$ cat config.mk
export PLATFORM = sky130hd
export DESIGN_NAME = jcs_input_dev_flat
export DESIGN_NICKNAME = d
export VERILOG_FILES = /design/src/rtl/jcs_input_dev_if.sv /design/src/rtl/jcs_input_dev.sv /design/src/flat_wrapper.sv
export SDC_FILE = /design/constraint.sdc
export NUM_CORES = 1
export LEC_CHECK = 0
export CAP_MARGIN = 5
export CORE_MARGIN = 5
export CORE_UTILIZATION = 46
export CTS_CLUSTER_SIZE = 16
export DETAILED_ROUTE_END_ITERATION = 8
export PLACE_DENSITY_LB_ADDON = 0.05
export SYNTH_ARGS = -nofsm -noshare
export SYNTH_HDL_FRONTEND = slang
export SYNTH_SLANG_ARGS = --single-unit
$ cat constraint.sdc
create_clock -name CLK -period 3.1 [get_ports CLK]
set_clock_uncertainty 0.15 [all_clocks]
set_input_delay 0.465 -clock CLK [delete_from_list [all_inputs] [get_ports CLK]]
set_output_delay 0.465 -clock CLK [all_outputs]
set_load 0.1 [all_outputs]
$ cat src/rtl/jcs_input_dev_if.sv
// JCSCPU IO bus bundle: control-unit strobes/qualifiers plus the shared data bus.
// The CPU side is the master; an IO device uses the slave view.
interface jcs_input_dev_if;
  logic       io_s;
  logic       io_e;
  logic       io_da;
  logic       io_io;
  logic [7:0] bus_in;
  logic [7:0] bus_out;

  modport master (output io_s, io_e, io_da, io_io, bus_in, input bus_out);
  modport slave  (input io_s, io_e, io_da, io_io, bus_in, output bus_out);
endinterface

$ cat src/rtl/jcs_input_dev.sv
// Keyboard-style input device for the JCSCPU IO bus: switch bytes go into a small FIFO
// that the CPU drains with IN Data and inspects with IN Addr once selected by OUT Addr.
module jcs_input_dev #(
  parameter logic [7:0] DEV_ADDR = 8'h01,
  parameter int         DEPTH    = 4
) (
  input  logic           CLK,
  input  logic           reset,
  input  logic           key_stb,
  input  logic [7:0]     key_data,
  jcs_input_dev_if.slave io,
  output logic           ready,
  output logic           ovf
);

  localparam int            PW         = $clog2(DEPTH);
  localparam int            CW         = $clog2(DEPTH + 1);
  localparam logic [CW-1:0] COUNT_FULL = CW'(DEPTH);
  localparam logic [CW-1:0] COUNT_ZERO = {CW{1'b0}};

  localparam logic [1:0] IDLE    = 2'd0;
  localparam logic [1:0] RD_DATA = 2'd1;
  localparam logic [1:0] RD_STAT = 2'd2;

  logic [1:0]    state_q, state_d;
  logic          io_s_q, io_s_d;
  logic          io_e_q, io_e_d;
  logic          selected_q, selected_d;
  logic          ovf_q, ovf_d;
  logic [PW-1:0] head_q, head_d;
  logic [PW-1:0] tail_q, tail_d;
  logic [CW-1:0] count_q, count_d;
  logic [7:0]    fifo_q [DEPTH];
  logic [7:0]    fifo_d [DEPTH];

  logic       s_rise_s;
  logic       e_fall_s;
  logic       full_s;
  logic       empty_s;
  logic       push_s;
  logic       drop_s;
  logic       pop_s;
  logic       stat_clr_s;
  logic       drive_s;
  logic [4:0] count5_s;
  logic [7:0] status_s;
  logic [7:0] bus_out_s;

  // Strobe edges and FIFO events; fullness is judged on the current count, before any pop.
  always_comb begin
    s_rise_s   = io.io_s & ~io_s_q;
    e_fall_s   = io_e_q & ~io.io_e;
    full_s     = (count_q == COUNT_FULL);
    empty_s    = (count_q == COUNT_ZERO);
    push_s     = key_stb & ~full_s;
    drop_s     = key_stb & full_s;
    pop_s      = e_fall_s & (state_q == RD_DATA) & ~empty_s;
    stat_clr_s = e_fall_s & (state_q == RD_STAT);
  end

  // Next-state logic. The edge detectors keep following the strobes during reset so that
  // a strobe already high when reset drops is not seen as a fresh edge.
  always_comb begin
    io_s_d     = io.io_s;
    io_e_d     = io.io_e;
    selected_d = selected_q;
    state_d    = state_q;
    ovf_d      = ovf_q;
    head_d     = head_q;
    tail_d     = tail_q;
    count_d    = count_q;
    fifo_d     = fifo_q;
    if (reset) begin
      selected_d = 1'b0;
      state_d    = IDLE;
      ovf_d      = 1'b0;
      head_d     = {PW{1'b0}};
      tail_d     = {PW{1'b0}};
      count_d    = COUNT_ZERO;
    end else begin
      if (s_rise_s && io.io_da && io.io_io) begin
        selected_d = (io.bus_in == DEV_ADDR);
      end else begin
        selected_d = selected_q;
      end

      // Once latched, a read completes on the io_e fall even if the device is deselected.
      case (state_q)
        IDLE: begin
          if (io.io_e && !io.io_io && selected_q) begin
            state_d = io.io_da ? RD_STAT : RD_DATA;
          end else begin
            state_d = IDLE;
          end
        end
        RD_DATA, RD_STAT: begin
          if (e_fall_s) begin
            state_d = IDLE;
          end else begin
            state_d = state_q;
          end
        end
        default: state_d = IDLE;
      endcase

      if (push_s) begin
        fifo_d[tail_q] = key_data;
        tail_d         = tail_q + PW'(1);
      end else begin
        tail_d = tail_q;
      end

      if (pop_s) begin
        head_d = head_q + PW'(1);
      end else begin
        head_d = head_q;
      end

      case ({push_s, pop_s})
        2'b10:   count_d = count_q + CW'(1);
        2'b01:   count_d = count_q - CW'(1);
        default: count_d = count_q;
      endcase

      // A dropped byte outranks a same-cycle status clear.
      if (drop_s) begin
        ovf_d = 1'b1;
      end else if (stat_clr_s) begin
        ovf_d = 1'b0;
      end else begin
        ovf_d = ovf_q;
      end
    end
  end

  // State registers.
  always_ff @(posedge CLK) begin
    io_s_q     <= io_s_d;
    io_e_q     <= io_e_d;
    selected_q <= selected_d;
    state_q    <= state_d;
    ovf_q      <= ovf_d;
    head_q     <= head_d;
    tail_q     <= tail_d;
    count_q    <= count_d;
    fifo_q     <= fifo_d;
  end

  // Bus drive is combinational so the value is on the wor bus within the io_e window itself.
  always_comb begin
    count5_s = 5'(count_q);
    status_s = {~empty_s, full_s, ovf_q, count5_s};
    drive_s  = io.io_e & ~io.io_io & (selected_q | (state_q != IDLE));
    if (drive_s) begin
      if (io.io_da) begin
        bus_out_s = status_s;
      end else if (!empty_s) begin
        bus_out_s = fifo_q[head_q];
      end else begin
        bus_out_s = 8'h00;
      end
    end else begin
      bus_out_s = 8'h00;
    end
  end

  assign io.bus_out = bus_out_s;
  assign ready      = ~empty_s;
  assign ovf        = ovf_q;

endmodule
$ cat src/flat_wrapper.sv
// flat-port wrapper written by rule: the top's interface ports become plain ports
module jcs_input_dev_flat 
#(
  parameter logic [7:0] DEV_ADDR = 8'h01,
  parameter int         DEPTH    = 4
)
  (CLK, reset, key_stb, key_data, ready, ovf, io_io_s, io_io_e, io_io_da, io_io_io, io_bus_in, io_bus_out);
  jcs_input_dev_if io_i ();
  input  logic CLK;
  input  logic reset;
  input  logic key_stb;
  input  logic [7:0] key_data;
  output logic ready;
  output logic ovf;
  input wire logic [$bits(io_i.io_s)-1:0] io_io_s;
  input wire logic [$bits(io_i.io_e)-1:0] io_io_e;
  input wire logic [$bits(io_i.io_da)-1:0] io_io_da;
  input wire logic [$bits(io_i.io_io)-1:0] io_io_io;
  input wire logic [$bits(io_i.bus_in)-1:0] io_bus_in;
  output wire logic [$bits(io_i.bus_out)-1:0] io_bus_out;
  assign io_i.io_s = io_io_s;
  assign io_i.io_e = io_io_e;
  assign io_i.io_da = io_io_da;
  assign io_i.io_io = io_io_io;
  assign io_i.bus_in = io_bus_in;
  assign io_bus_out = io_i.bus_out;
  jcs_input_dev #(.DEV_ADDR(DEV_ADDR), .DEPTH(DEPTH)) u_core (.CLK(CLK), .reset(reset), .key_stb(key_stb), .key_data(key_data), .io(io_i), .ready(ready), .ovf(ovf));
endmodule
# Word level (Yosys, flattened, before mapping)
# Cells that the tools add are included.
# classes
addsub	4
magnitude_cmp	3
n_eq_ne	7
muxes	16
n_bitwise	18
reduce_logical	13
# op_table
cell	n
8-bit 2-to-1 mux	6
32-bit bitwise mux	1
8-bit binary-select mux with 2-bit select	1
8-bit demux with 2-bit select	1
1-bit AND	9
8-bit by 1-bit equality test with 1-bit output, second input constant	1
3-bit >= comparator, second input constant	2
2-bit 2-to-1 mux	3
1-bit NOT	6
2-bit NOT with 3-bit output	2
3-bit case mux with 2 select lines	1
2-bit nonzero test	3
1-bit logical AND	5
2-bit by 1-bit adder with 2-bit output, second input constant	2
2-bit by 1-bit equality test with 1-bit output, second input constant	2
2-bit equality test, second input constant	2
2-bit case mux with 2 select lines	1
3-bit by 1-bit adder with 3-bit output, second input constant	1
3-bit equality test, second input constant	1
3-bit logical NOT	1
3-bit by 1-bit < comparator with 1-bit output, second input constant	1
3-bit by 1-bit subtractor with 3-bit output, second input constant	1
2-bit logical NOT	1
1-bit 2-to-1 mux	2
other kinds (5)	5
# totals
ff_bits	45
input_bits	23
elab_cells	73

# Logic depth before layout (Yosys ltp)
# Gate-level depths: netlist (run 1).
# logic_depth
ltp_word	7
depth_mapped	10
ltp_nobuf	10

# Least setup slack after synthesis (run 1)
# Ideal clock, no wire load.
# synth_timing
path_type	flip-flop to output port
start	register u_core.state_q[0]
end	output io_bus_out[6]
t_arrival_ns	3.610
path_slack_ns	-1.125
path_stages_with_launch	5
n_path_buf	0
cell_sequence	dfxtp_1 > inv_1 > ha_1 > nor2b_1 > nor4_1
# synth_between
elab_chain_len	4
# synth_rtl
element	line	source
start: declaration	jcs_input_dev.sv:25	logic [1:0] state_q, state_d;
start signal: assignment	jcs_input_dev.sv:141	state_q <= state_d;
2-bit nonzero test	jcs_input_dev.sv:153	drive_s = io.io_e & ~io.io_io & (selected_q | (state_q != IDLE));
1-bit OR	jcs_input_dev.sv:153	
1-bit AND	jcs_input_dev.sv:153	
8-bit 2-to-1 mux	jcs_input_dev.sv:154	if (drive_s) begin
end: declaration	flat_wrapper.sv:20	output wire logic [$bits(io_i.bus_out)-1:0] io_bus_out;
# No other way between the ends.

# Worst setup path in the final report (run 1)
# layout_timing
start	register u_core.head_q[0]
end	output io_bus_out[6]
# layout_between
elab_chain_len	7
# layout_rtl
element	line	source
start: declaration	jcs_input_dev.sv:30	logic [PW-1:0] head_q, head_d;
start signal: assignment	jcs_input_dev.sv:143	head_q <= head_d;
2-bit NOT with 3-bit output (not written as such)	jcs_input_dev.sv:158	bus_out_s = fifo_q[head_q];
8-bit binary-select mux with 2-bit select	jcs_input_dev.sv:158	
8-bit 2-to-1 mux (not written as such) (2 in series)	jcs_input_dev.sv:158	
8-bit 2-to-1 mux	jcs_input_dev.sv:157	end else if (!empty_s) begin
8-bit 2-to-1 mux	jcs_input_dev.sv:155	if (io.io_da) begin
8-bit 2-to-1 mux	jcs_input_dev.sv:154	
# No other way between the ends. The select of a mux whose other input is x is not followed.

==> results of run 1 <==
cells by family (layout without fill, tap and decap cells):
group / count (synthesis) / after routing / synth area share [%]
AND/OR/NAND/NOR: 40 / 40 / 13.01
XOR/XNOR: 2 / 2 / 0.8596
multiplexers: 9 / 9 / 10.62
buffers and inverters: 15 / 52 / 3.314
flip-flops: 45 / 45 / 59.91
AO/OA/AOI/OAI: 20 / 20 / 6.385
adder cells (fa/ha/maj): 9 / 9 / 5.893
cell usage in the layout (no fill, tap or decap), types with 2 or more instances in the layout:
master,netlist,final
buf_12,0,8
clkbuf_8,0,5
ha_1,8,8
and2_1,6,6
edfxtp_1,32,32
mux4_1,7,7
inv_1,9,9
nand3_1,6,6
buf_4,0,4
clkinvlp_4,0,2
nand3b_1,3,3
a32o_1,4,4
a21oi_1,9,9
xor2_1,2,2
or3_1,2,2
nand2b_1,3,3
dfxtp_1,13,13
clkdlybuf4s50_1,0,22
nor2_1,7,7
o21ai_0,4,4
worst paths after layout:
path	from	to	slack, ns
worst max-delay path	u_core.head_q[0]	io_bus_out[6]	0.38
worst min register to register	u_core.state_q[0]	u_core.state_q[0]	0.35
worst max register to register	u_core.count_q[2]	u_core.count_q[2]	0.63
worst min-delay path	u_core.state_q[0]	u_core.state_q[0]	0.35
metrics by stage:
stage	cells	utilization, %	instance area (µm²)	hold slack (ns)
2_1_floorplan	140	-	2044	0.3047
3_3_place_gp	221	57.58	2490	0.3239
3_5_place_dp	221	57.58	2490	0.3404
4_1_cts	229	59.61	2577	0.3519
5_1_grt	229	59.61	2577	0.3711
6_report	229	59.61	2577	0.3494
area by class of cell:
| type | count | area [µm²] | area share, % |
|---|---|---|---|
| clock buffer | 6 | 72.57 | 2.816 |
| inverter | 10 | 37.54 | 1.456 |
| timing repair buffer | 34 | 410.4 | 15.92 |
| sequential | 45 | 1221 | 47.38 |
| clock inverter | 2 | 15.01 | 0.5825 |
| tap | 52 | 65.06 | 2.524 |
| multi-input combinational | 80 | 755.7 | 29.32 |
registers in the layout, indices dropped and copies added (netlist names):
| signal | flops |
|---|---|
| u_core.fifo_q | 32 |
| u_core.count_q | 3 |
| u_core.head_q | 2 |
| u_core.state_q | 2 |
| u_core.tail_q | 2 |
| u_core.io_e_q | 1 |
| u_core.io_s_q | 1 |
| u_core.ovf | 1 |
| u_core.selected_q | 1 |
routing by layer:
metal / vias up / track usage [%] / share of wire, % / routed length (µm)
met1: 621 / 15.57 / 42 / 1641
met5: - / 0 / 0 / 0
met4: 0 / 3.671 / 0.91 / 36
met3: 4 / 5.083 / 5.7 / 224
li1: 608 / - / - / -
met2: 33 / 24.40 / 52 / 2033
report_power, final:
group,switching [µW],total [µW],internal (µW)
Clock,187,346,159
Combinational,60.5,110,49.1
Sequential,12.2,671,659
Total,260,1130,867
cell usage after synthesis:
master,n
edfxtp_1,32
dfxtp_1,13
a21oi_1,9
inv_1,9
ha_1,8
mux4_1,7
nor2_1,7
and2_1,6
nand3_1,6
a32o_1,4
o21ai_0,4
nand2b_1,3
nand3b_1,3
buf_2,2
nor4_1,2
or3_1,2
xor2_1,2
a22oi_1,1
and4b_1,1
buf_6,1
clkbuf_1,1
clkbuf_2,1
fa_1,1
inv_2,1
mux2i_1,1
mux4_2,1
nand2_1,1
nor2b_1,1
nor3_1,1
nor3_4,1
nor3b_1,1
nor4_4,1
nor4b_1,1
nor4bb_1,1
o211a_1,1
o31ai_1,1
or3b_2,1
or4_1,1
tightest hold or removal path, stage by stage, from the launching register on:
cell	delay [ns]
dfxtp_1	0.33
nand3_1	0.07
a21oi_1	0.06
==> impl_metrics.json, run 1 <==
{
  "status": "completed",
  "yosysSeqAreaShare_pct": 59.91,
  "yosys-top-cells-area": "edfxtp_1 47%, dfxtp_1 13%, mux4_1 9.0%, ha_1 4.9%, a21oi_1 2.2%",
  "cts_buffer_depth": 2,
  "cts_root_buffer": "clkbuf_8",
  "start_kind": "flop",
  "gp_congestion": 0.7720,
  "fp.coreArea_mm2": 0.004324,
  "grt_max_degree": 15,
  "postCtsHoldBufs": 0,
  "wire_per_inst_um": 17.18,
  "fp.dieH_um": 76.57,
  "cts_resized": 0,
  "cts_setup_buffers": 0,
  "cp_max_fo": 11,
  "die_w_um": 76.57,
  "arrival_ns": 2.10,
  "cts_max_level": 2,
  "worst_pin_slew_ns": 0.6055,
  "hp-class": "flop to flop",
  "p_per_area_mw_per_mm2": 437.2,
  "cts_tree": "done",
  "rsz0062_at_grt": "no",
  "crit_path_max_incr_delay_ns": 0.71,
  "path_clk_slew_ns": 0.08,
  "drt-total-wl_um": 3935,
  "slew_headroom_pct": 59.58,
  "synthesis.instances": 140,
  "p_leak_uw": 0.0008784,
  "hold_viol": 0,
  "viasPerCell": 5.528,
  "port_buffers": 32,
  "clock-sinks": 45,
  "drv_cap": 0,
  "first_global_vias": 1269,
  "end_kind": "primary output",
  "path_buf_inv": 1,
  "finalSetupViolCount": 0,
  "fin_setup_tns_ns": 0,
  "cp_num_cells": 4,
  "criticalPathCategory": "flop to primary output",
  "drt-initial-drc-count": 71,
  "post-dp-hpwl_um": 2862,
  "vias": 1266,
  "syn_area_mm2": 0.002038,
  "slew_violations": 0,
  "crit_path_cell_trace": "mux4_1 > mux2i_1 > nor4_2 > buf_12",
  "setup_slack_ns": 0.3812,
  "drive_gt1_share_pct": 14.12,
  "overflow": 0,
  "place_ws_ns": 0.3355,
  "drc": 0,
  "firstDrtPassIters": 4,
  "power_uw": 1127,
  "area_growth_pct": 26.46,
  "ant_nets": 0,
  "layout_min_cycle_time_ns": 2.719,
  "die_area_mm2": 0.005862,
  "insertedDiodeCount": 0,
  "worst_path_max_delay_cell": "dfxtp_1",
  "fin_crit_sh_pct": 87.70,
  "cp.required_ns": 2.48,
  "synth_cell_types": 38,
  "synth_area_leader_cell": "edfxtp_1",
  "std_cell_rows": 24,
  "rr_worst_depth": 8,
  "grt_pass1_wl_um": 6279,
  "fin_nets": 208,
  "start_util_pct": 47.14,
  "ys_ff_latch": 45,
  "cts_buffers": 5,
  "vdd_drop_max_uv": 338.9,
  "max_freq_mhz": 367.8,
  "io_pins": 33,
  "antenna_found_initial": 0,
  "cp_top_family": "multiplexers",
  "synth_top_area_share_pct": 47.15,
  "grtUsageTotal_pct": 13.80,
  "yosys_warnings": 0,
  "nFillCells": 356,
  "clock_latency_ns": 0.29,
  "synth_nets": 172,
  "hold_depth": 2,
  "syn-mean-instance-area_um2": 14.56
}
Note: power is estimated with default switching activity, not from simulation.
==> inputs of run 2 (changes only) <==
--- a/config.mk
+++ b/config.mk
@@ -7,7 +7,7 @@
 export LEC_CHECK = 0
 export CAP_MARGIN = 5
 export CORE_MARGIN = 5
-export CORE_UTILIZATION = 46
+export CORE_UTILIZATION = 40
 export CTS_CLUSTER_SIZE = 16
 export DETAILED_ROUTE_END_ITERATION = 8
 export PLACE_DENSITY_LB_ADDON = 0.05
==> constraint.sdc (replaced) <==
create_clock -name CLK -period 3.2 [get_ports CLK]
set_clock_uncertainty 0.15 [all_clocks]
set_input_delay 0.48 -clock CLK [delete_from_list [all_inputs] [get_ports CLK]]
set_output_delay 0.48 -clock CLK [all_outputs]
set_load 0.1 [all_outputs]
==> run 2 against run 1 <==
Effect of this change:
- power grew 4.8%
- critical path type unchanged
- register-to-register slack gained 0.08 ns
- worst hold slack better by 0.0087 ns
- non-clock buffer count is 2 higher
- combinational power up 6%
- sequential power is 4.0% lower
- largest cell class unchanged
- core utilization fell by 7.3 points
- clock power up 21%
- critical path depth shrank 1
- first-iteration DRC count rose by 69%
- worst setup slack improved by 0.094 ns
==> impl_metrics.json, run 2 (synthesis gave the netlist of run 1 again) <==
{
  "status": "completed",
  "cts_setup_buffers": 0,
  "firstDrtPassIters": 4,
  "slew_violations": 0,
  "start_kind": "flop",
  "drc": 0,
  "drt-initial-drc-count": 120,
  "met3WireLength_um": 306,
  "grtUsageTotal_pct": 13.70,
  "criticalPathCategory": "flop to primary output",
  "rr_worst_depth": 8,
  "vias": 1276,
  "p_per_area_mw_per_mm2": 447.6,
  "io_pins": 33,
  "largest_reg_flops": 32,
  "arrival_ns": 2.09,
  "fin_nets": 210,
  "clock-sinks": 45,
  "path_clk_slew_ns": 0.09,
  "cp-endpoint": "io_bus_out[7]",
  "end_kind": "primary output",
  "crit_path_cell_trace": "mux4_1 > o211a_1 > buf_12",
  "insertedDiodeCount": 0,
  "fin_setup_tns_ns": 0,
  "rrSetupSlack_ns": 0.71,
  "wire_per_inst_um": 16.56,
  "fp.coreArea_mm2": 0.005042,
  "fin_crit_sh_pct": 85.14,
  "multi_input_area_um2": 755.7,
  "grt_pass1_wl_um": 6527,
  "drive_gt1_share_pct": 15.08,
  "finalSetupViolCount": 0,
  "dr_wl_met2_um": 2036,
  "cts_buffer_depth": 2,
  "drt-total-wl_um": 4123,
  "cts_max_level": 2,
  "regArea_mm2": 0.001221,
  "hp-class": "flop to flop",
  "whs_ns": 0.3581,
  "worst_path_max_delay_cell": "dfxtp_1",
  "rsz0062_at_grt": "no",
  "overflow": 0,
  "regMostFlops": "u_core.fifo_q",
  "fp.dieH_um": 81.38,
  "gp_congestion": 0.7630,
  "cts_buffers": 5,
  "die_w_um": 81.38,
  "hold_depth": 2,
  "cts_resized": 0,
  "p_leak_uw": 0.0009032,
  "cts_root_buffer": "clkbuf_8",
  "cp.required_ns": 2.57,
  "wl_met1_um": 1681,
  "top_layer": "met4",
  "postCtsHoldBufs": 0,
  "cts_tree": "done",
  "area_growth_pct": 29.40,
  "cp_max_fo": 11,
  "crit_path_max_incr_delay_ns": 0.71,
  "ant_nets": 0,
  "hold_viol": 0,
  "viasPerCell": 5.124,
  "startpoint": "u_core.head_q[0]",
  "utilization_pct": 52.31,
  "first_global_vias": 1322,
  "port_buffers": 32,
  "nFillCells": 451,
  "grt_max_degree": 15,
  "layout_common_cells": "32 x edfxtp_1, 22 x clkdlybuf4s50_1, 13 x dfxtp_1, 9 x inv_1, 9 x a21oi_1",
  "rr_endpoint": "u_core.count_q[2]",
  "reg2reg_from": "u_core.count_q[2]",
  "layout_commonest_cell": "edfxtp_1",
  "vdd_drop_max_uv": 214.3,
  "start_util_pct": 40.42,
  "max_freq_mhz": 367.0,
  "worst_pin_slew_ns": 0.5989,
  "layout_min_cycle_time_ns": 2.724,
  "antenna_found_initial": 0,
  "post-dp-hpwl_um": 2977,
  "clock_latency_ns": 0.29,
  "std_cell_rows": 26,
  "die_area_mm2": 0.006623,
  "top_regs": "u_core.fifo_q x32, u_core.count_q x3",
  "drv_cap": 0,
  "slew_headroom_pct": 60.02
}
==> run 2: cell types whose count changed in the layout (fill, tap and decap cells not counted) <==
cell | previous run | this run
clkbuf_1 | 1 | 0
clkinvlp_4 | 2 | 1
clkinv_1 | 0 | 1
bufinv_16 | 0 | 1
buf_4 | 4 | 6
==> run 2: critical path, delay by kind of cell (launching register included) <==
family	cells	cell delay, ns
multiplexers	1	0.65
buffers and inverters	1	0.18
flip-flops	1	0.71
AO/OA/AOI/OAI	1	0.26
==> run 2: stage by stage <==
step | instances | setup WS [ns] | power [µW] | cell area (µm²)
after global placement | 241 | 0.4823 | 772.3 | 2527
after detailed placement | 241 | 0.4307 | 776.0 | 2527
final | 249 | 0.4755 | 1181 | 2638
after floorplan | 140 | 0.1156 | 720.2 | 2044
after CTS | 249 | 0.4171 | 1191 | 2638
after global routing | 249 | 0.3755 | 1229 | 2638
==> run 2: cell type report <==
| class | count | share of cell area (%) |
|---|---|---|
| clock inverters | 3 | 1.565 |
| repair buffers | 36 | 16.13 |
| inverters | 10 | 1.423 |
| multi-input cells | 80 | 28.65 |
| well taps | 70 | 3.321 |
| flip-flops and latches | 45 | 46.30 |
| clock buffers | 5 | 2.609 |
==> run 2: worst min-delay path by stage <==
stage,from,endpoint,slack (ns)
after detailed placement,u_core.state_q[1],u_core.state_q[1],0.34
after global placement,u_core.state_q[1],u_core.state_q[1],0.33
final,u_core.state_q[0],u_core.state_q[0],0.36
after global routing,u_core.state_q[0],u_core.state_q[0],0.40
after CTS,u_core.state_q[1],u_core.state_q[1],0.36
after floorplan,u_core.state_q[0],u_core.state_q[0],0.30
==> run 2: report_power, final <==
group          leakage, µW  switching (µW)  internal (µW)
logic             0.000455            66.2           51.0
clock network    0.0000518             190            230
registers         0.000397            5.43            638
==> run 2: routing by layer <==
metal	GRT usage, %	vias to the layer above
li1	-	612
met1	15.37	612
met2	23.78	44
met3	4.878	8
met4	5.068	0
met5	0	-
